### src/rtl/led_pwm_sched.sv
// led_pwm_sched: shares one LED PWM among four prioritized requesters (solid/blink/breathe patterns).
// Optional fade-out on ownership change is built when LED_PWM_SCHED_FADE_EN is defined.
module led_pwm_sched #(
    parameter int STEP_DIV  = 4096,
    parameter int FADE_STEP = 8
) (
    input  logic       sysclk,
    input  logic       reset,
    input  logic [3:0] req,
    input  logic [7:0] mode,
    input  logic [7:0] max_duty,
    output logic [3:0] grant,
    output logic [7:0] duty,
    output logic       led_drive
);
    localparam int             SW        = $clog2(STEP_DIV);
    localparam logic [SW-1:0]  STEP_LAST = SW'(STEP_DIV - 1);

    if (STEP_DIV < 2) begin : g_chk_div
        $error("led_pwm_sched: STEP_DIV must be >= 2");
    end
    if (FADE_STEP < 1 || FADE_STEP > 255) begin : g_chk_fade
        $error("led_pwm_sched: FADE_STEP must be 1..255");
    end

`ifdef LED_PWM_SCHED_FADE_EN
    localparam logic [7:0] FADE_DEC = 8'(FADE_STEP);
    typedef enum logic [1:0] {IDLE = 2'd0, RUN = 2'd1, FADE = 2'd2} state_t;
`else
    typedef enum logic [1:0] {IDLE = 2'd0, RUN = 2'd1} state_t;
`endif

    state_t        state_q, state_d;
    logic [3:0]    grant_q, grant_d;
    logic [7:0]    phase_q, phase_d;
    logic [7:0]    level_q, level_d;
    logic [7:0]    pwm_cnt_q, pwm_cnt_d;
    logic [SW-1:0] step_cnt_q, step_cnt_d;
    logic [7:0]    duty_q, duty_d;
    logic          led_q, led_d;

    logic          tick;
    logic [3:0]    pick;
    logic [1:0]    own_mode;
    logic          own_req;
    logic          above_req;
    logic          exit_w;
    logic [7:0]    tri_w;
    logic [7:0]    pattern;

    assign tick = (step_cnt_q == STEP_LAST);

    // Fixed priority: bit 3 wins.
    always_comb begin
        pick = 4'b0000;
        if (req[3])      pick = 4'b1000;
        else if (req[2]) pick = 4'b0100;
        else if (req[1]) pick = 4'b0010;
        else if (req[0]) pick = 4'b0001;
    end

    always_comb begin
        own_mode  = 2'b11;
        own_req   = 1'b0;
        above_req = 1'b0;
        case (grant_q)
            4'b1000: begin own_mode = mode[7:6]; own_req = req[3]; above_req = 1'b0;      end
            4'b0100: begin own_mode = mode[5:4]; own_req = req[2]; above_req = req[3];    end
            4'b0010: begin own_mode = mode[3:2]; own_req = req[1]; above_req = |req[3:2]; end
            4'b0001: begin own_mode = mode[1:0]; own_req = req[0]; above_req = |req[3:1]; end
            default: ;
        endcase
    end

    assign exit_w = ~own_req | above_req;

    // Breathe is a triangle over the 256-step phase, peaking at 254 near phase 127/128.
    always_comb begin
        tri_w = phase_q[7] ? {~phase_q[6:0], 1'b0} : {phase_q[6:0], 1'b0};
        case (own_mode)
            2'b00:   pattern = max_duty;
            2'b01:   pattern = phase_q[5] ? 8'd0 : max_duty;
            2'b10:   pattern = (tri_w < max_duty) ? tri_w : max_duty;
            default: pattern = 8'd0;
        endcase
    end

    always_comb begin
        state_d = state_q;
        grant_d = grant_q;
        phase_d = phase_q;
        level_d = level_q;
        case (state_q)
            IDLE: begin
                level_d = 8'd0;
                if (req != 4'b0000) begin
                    grant_d = pick;
                    phase_d = 8'd0;
                    state_d = RUN;
                end
            end
            RUN: begin
                if (exit_w) begin
`ifdef LED_PWM_SCHED_FADE_EN
                    state_d = FADE;
`else
                    state_d = IDLE;
                    grant_d = 4'b0000;
                    level_d = 8'd0;
`endif
                end else begin
                    level_d = pattern;
                    if (tick) phase_d = phase_q + 8'd1;
                end
            end
`ifdef LED_PWM_SCHED_FADE_EN
            FADE: begin
                if (level_q == 8'd0) begin
                    state_d = IDLE;
                    grant_d = 4'b0000;
                end else if (tick) begin
                    level_d = (level_q > FADE_DEC) ? level_q - FADE_DEC : 8'd0;
                end
            end
`endif
            default: begin
                state_d = IDLE;
                grant_d = 4'b0000;
                level_d = 8'd0;
            end
        endcase
    end

    // Duty only changes at the period boundary so each PWM period is whole.
    always_comb begin
        pwm_cnt_d  = pwm_cnt_q + 8'd1;
        step_cnt_d = tick ? '0 : step_cnt_q + SW'(1);
        duty_d     = (pwm_cnt_q == 8'hFF) ? level_q : duty_q;
        led_d      = (pwm_cnt_q < duty_q);
    end

    always_ff @(posedge sysclk or posedge reset) begin
        if (reset) begin
            state_q    <= IDLE;
            grant_q    <= 4'b0000;
            phase_q    <= 8'd0;
            level_q    <= 8'd0;
            pwm_cnt_q  <= 8'd0;
            step_cnt_q <= '0;
            duty_q     <= 8'd0;
            led_q      <= 1'b0;
        end else begin
            state_q    <= state_d;
            grant_q    <= grant_d;
            phase_q    <= phase_d;
            level_q    <= level_d;
            pwm_cnt_q  <= pwm_cnt_d;
            step_cnt_q <= step_cnt_d;
            duty_q     <= duty_d;
            led_q      <= led_d;
        end
    end

    assign grant     = grant_q;
    assign duty      = duty_q;
    assign led_drive = led_q;

endmodule

### config.mk
export PLATFORM = sky130hd
export DESIGN_NAME = led_pwm_sched
export DESIGN_NICKNAME = d
export VERILOG_FILES = /design/src/rtl/led_pwm_sched.sv
export SDC_FILE = /design/constraint.sdc
export NUM_CORES = 1
export LEC_CHECK = 0
export ABC_AREA = 1
export CAP_MARGIN = 20
export CORE_MARGIN = 2
export CORE_UTILIZATION = 48
export CTS_BUF_LIST = sky130_fd_sc_hd__clkbuf_4 sky130_fd_sc_hd__clkbuf_8 sky130_fd_sc_hd__clkbuf_16
export CTS_CLUSTER_SIZE = 14
export DETAILED_ROUTE_END_ITERATION = 6
export PLACE_DENSITY = 0.72
export SKIP_CTS_REPAIR_TIMING = 1
export SKIP_LAST_GASP = 1
export SLEW_MARGIN = 20
export SYNTH_ARGS = -nofsm -noshare
export SYNTH_HDL_FRONTEND = slang
export SYNTH_SLANG_ARGS = --single-unit
### constraint.sdc
create_clock -name sysclk -period 5.4 [get_ports sysclk]
set_clock_uncertainty 0.2 [all_clocks]
set_input_delay 0.81 -clock sysclk [delete_from_list [all_inputs] [get_ports sysclk]]
set_output_delay 0.81 -clock sysclk [all_outputs]
set_load 0.005 [all_outputs]
==> impl_metrics.toml <==
[critical_path]
critical_path.max_fanout = 8
worstSetupPathType = "in -> reg"
end_kind = "register"
cp-start-kind = "input pin"
crit_arrival_ns = 2.61
required_ns = 5.41

[floorplanning]
io_pins = 35
core_um2 = 6422
start_util = 0.4993
die_h_um = 85.74
dieArea_um2 = 7350
die_w_um = 85.74
rows = 29

[place]
port_buffers = 34
placed_area_um2 = 3623
gp_congestion = 0.8839
dp.cells = 510
dpl.hpwl_um = 4576

[timing]
min_period_ns = 2.601
hold_viol = 0
max_freq_mhz = 384.4
slew_headroom = 0.4238
fin_crit_sh = 0.4817
worst_pin_slew_ns = 0.8633
rsz0062_at_grt = "no"
whs_ns = 0.2740
fin_tns_setup_ns = 0
maxSlewViolCount = 0
setup_viol = 0

[flow_run]
drv_cap = 0

[clock_tree]
clock_latency_ns = 0.31
ctsRootBufferMaster = "clkbuf_8"
cts_made_buffers = 5
h-tree-depth = 2
cts_tree = "done"
cts_sinks = 50
clock_path_buffers = 2
path_clk_slew_ns = 0.10

[global_route]
globalRouteTotalUtil = 0.1775
first_global_vias = 2533
antenna_found_initial = 0
grt-ovfl-total = 0
grt_start_max_net_pins = 51
grt_first_pass_wirelength_um = 10670

[synth]
synth_ff_type = "dfrtp_1"
synth_area_leaders = "dfrtp_1, nand2_1, ha_1"
seq_area_frac_synth = 0.3902
postSynthCellCount = 403
synth_nets = 442
yosysTopAreaCellShare = 0.3902
yosys-top-cells-count = "nand2_1, dfrtp_1, inv_1, nor2_1, nand3_1"
avgSynthCellArea_um2 = 7.957
yosysTopAreaCell = "dfrtp_1"
yosysMostFrequentCell = "nand2_1"
ys_seq_elements = 50
yosysWarnings = 0
synthArstFlopShare = 1.000
synth-edff-count = 0
ys_types = 37
synth_area_um2 = 3207

[routing]
route.detailed.wl_per_inst_um = 11.40
num_vias = 2530
drt-initial-drc-count = 108
wl_um = 5904
m1WireLength_um = 2843
drc = 3
routed.top_layer = "met4"
routed_via_density = 4.884
wl_met2_um = 2867
dr_wl_met3_um = 162
drt_pass1_iterations = 7
ant_nets = 0

[power]
power.total_mw = 0.9981
p_sw_mw = 0.3624
seq_power_share = 0.418
swShare = 0.3631
power.density_nw_per_um2 = 266.8
intPower_mw = 0.6356
p_leak_nw = 1.880
irDropWorstVdd_mv = 0.1864
comb_power_share = 0.305
pwr-share-clk = 0.277

[cells_and_area]
finalNetCount = 479
final-instance-count-excl-fill = 518
drive_gt1_frac = 0.1474
n_antenna_cell = 0
final_cell_area_um2 = 3741
syn2layout_area_growth_pct = 16.66

[hold_path]
hold_class = "reg -> reg"

[run_status]
violations = "DRC"
status = "finished, violations left"
logic make-up (layout without fill, tap and decap cells):
group,after synthesis,in the layout,synth area share
flops,50,50,0.3902
simple gates,219,219,0.3332
fa+ha+maj,17,17,0.06633
compound gates,34,34,0.07141
mux,1,1,0.003511
xor+xnor,24,24,0.06555
buf+inv,58,96,0.06984
layout by cell type, fill, tap and decap left out, drive strengths merged, types with 3 or more instances in the layout:
master         instances
xnor2                  4
xor2                  20
ha                    17
nand3                 43
clkbuf                 5
dfrtp                 50
nor2                  56
o21ai                  6
inv                   53
a21oi                 22
clkinv                 3
nand4                  5
clkdlybuf4s50         34
nand2                110
nor3                   3
stage by stage:
stage / utilization / setup WS [ns]
floorplan: - / 3.139
global placement: 0.5642 / 2.508
detailed placement: 0.5642 / 2.463
CTS: 0.5823 / 2.803
global route: 0.5825 / 2.609
finish: 0.5825 / 2.799
state kept, by name (all words and copies together) (netlist names):
register,flops
step_cnt_q,12
state_q,1
led_drive,1
level_q,8
phase_q,8
grant,4
duty,8
pwm_cnt_q,8
power by group through the flow:
stage / Combinational [mW] / Clock, mW / Sequential [mW]
after global placement: 0.304 / 0 / 0.423
after detailed placement: 0.306 / 0 / 0.424
after global routing: 0.344 / 0.302 / 0.420
after floorplan: 0.238 / 0 / 0.418
final: 0.305 / 0.276 / 0.417
after CTS: 0.308 / 0.286 / 0.417
worst max-delay path, cell delays in order:
cell and delay, ns:
clkdlybuf4s50_1 0.50, inv_1 0.05, ha_1 0.30, a21o_1 0.19
nor2_2 0.25, nand2_1 0.22, nand2_1 0.10, nand2_1 0.06
nand2_1 0.07, a21oi_2 0.05
area by class of cell:
| class | instances | area [µm²] |
|---|---|---|
| fillers | 579 | 2681 |
| multi-input cells | 295 | 1732 |
| flip-flops and latches | 50 | 1251 |
| repair buffers | 34 | 340.3 |
| inverters | 54 | 205.2 |
| well taps | 77 | 96.34 |
| clock buffers | 5 | 68.82 |
| clock inverters | 3 | 47.55 |
routing by layer:
layer,track usage,vias to the layer above
met4,0.04040,0
met3,0.04139,4
li1,-,1350
met5,0,-
met1,0.2259,1145
met2,0.3075,31
worst paths after layout:
kind                                        start                 endpoint  slack, ns  cells after the start
max in group asynchronous                   reset   phase_q[4]$_DFFE_PP0P_       3.72                      2
min                        pwm_cnt_q[0]$_DFF_PP0_   pwm_cnt_q[0]$_DFF_PP0_       0.27                      1
max reg2reg                phase_q[7]$_DFFE_PP0P_     level_q[7]$_DFF_PP0_       3.02                      9
min reg2reg                pwm_cnt_q[0]$_DFF_PP0_   pwm_cnt_q[0]$_DFF_PP0_       0.27                      1
max                                   max_duty[7]     level_q[7]$_DFF_PP0_       2.80                     10
min in group asynchronous                   reset  step_cnt_q[9]$_DFF_PP0_       0.76                      2
No activity file was read; power rests on OpenSTA's default activity.
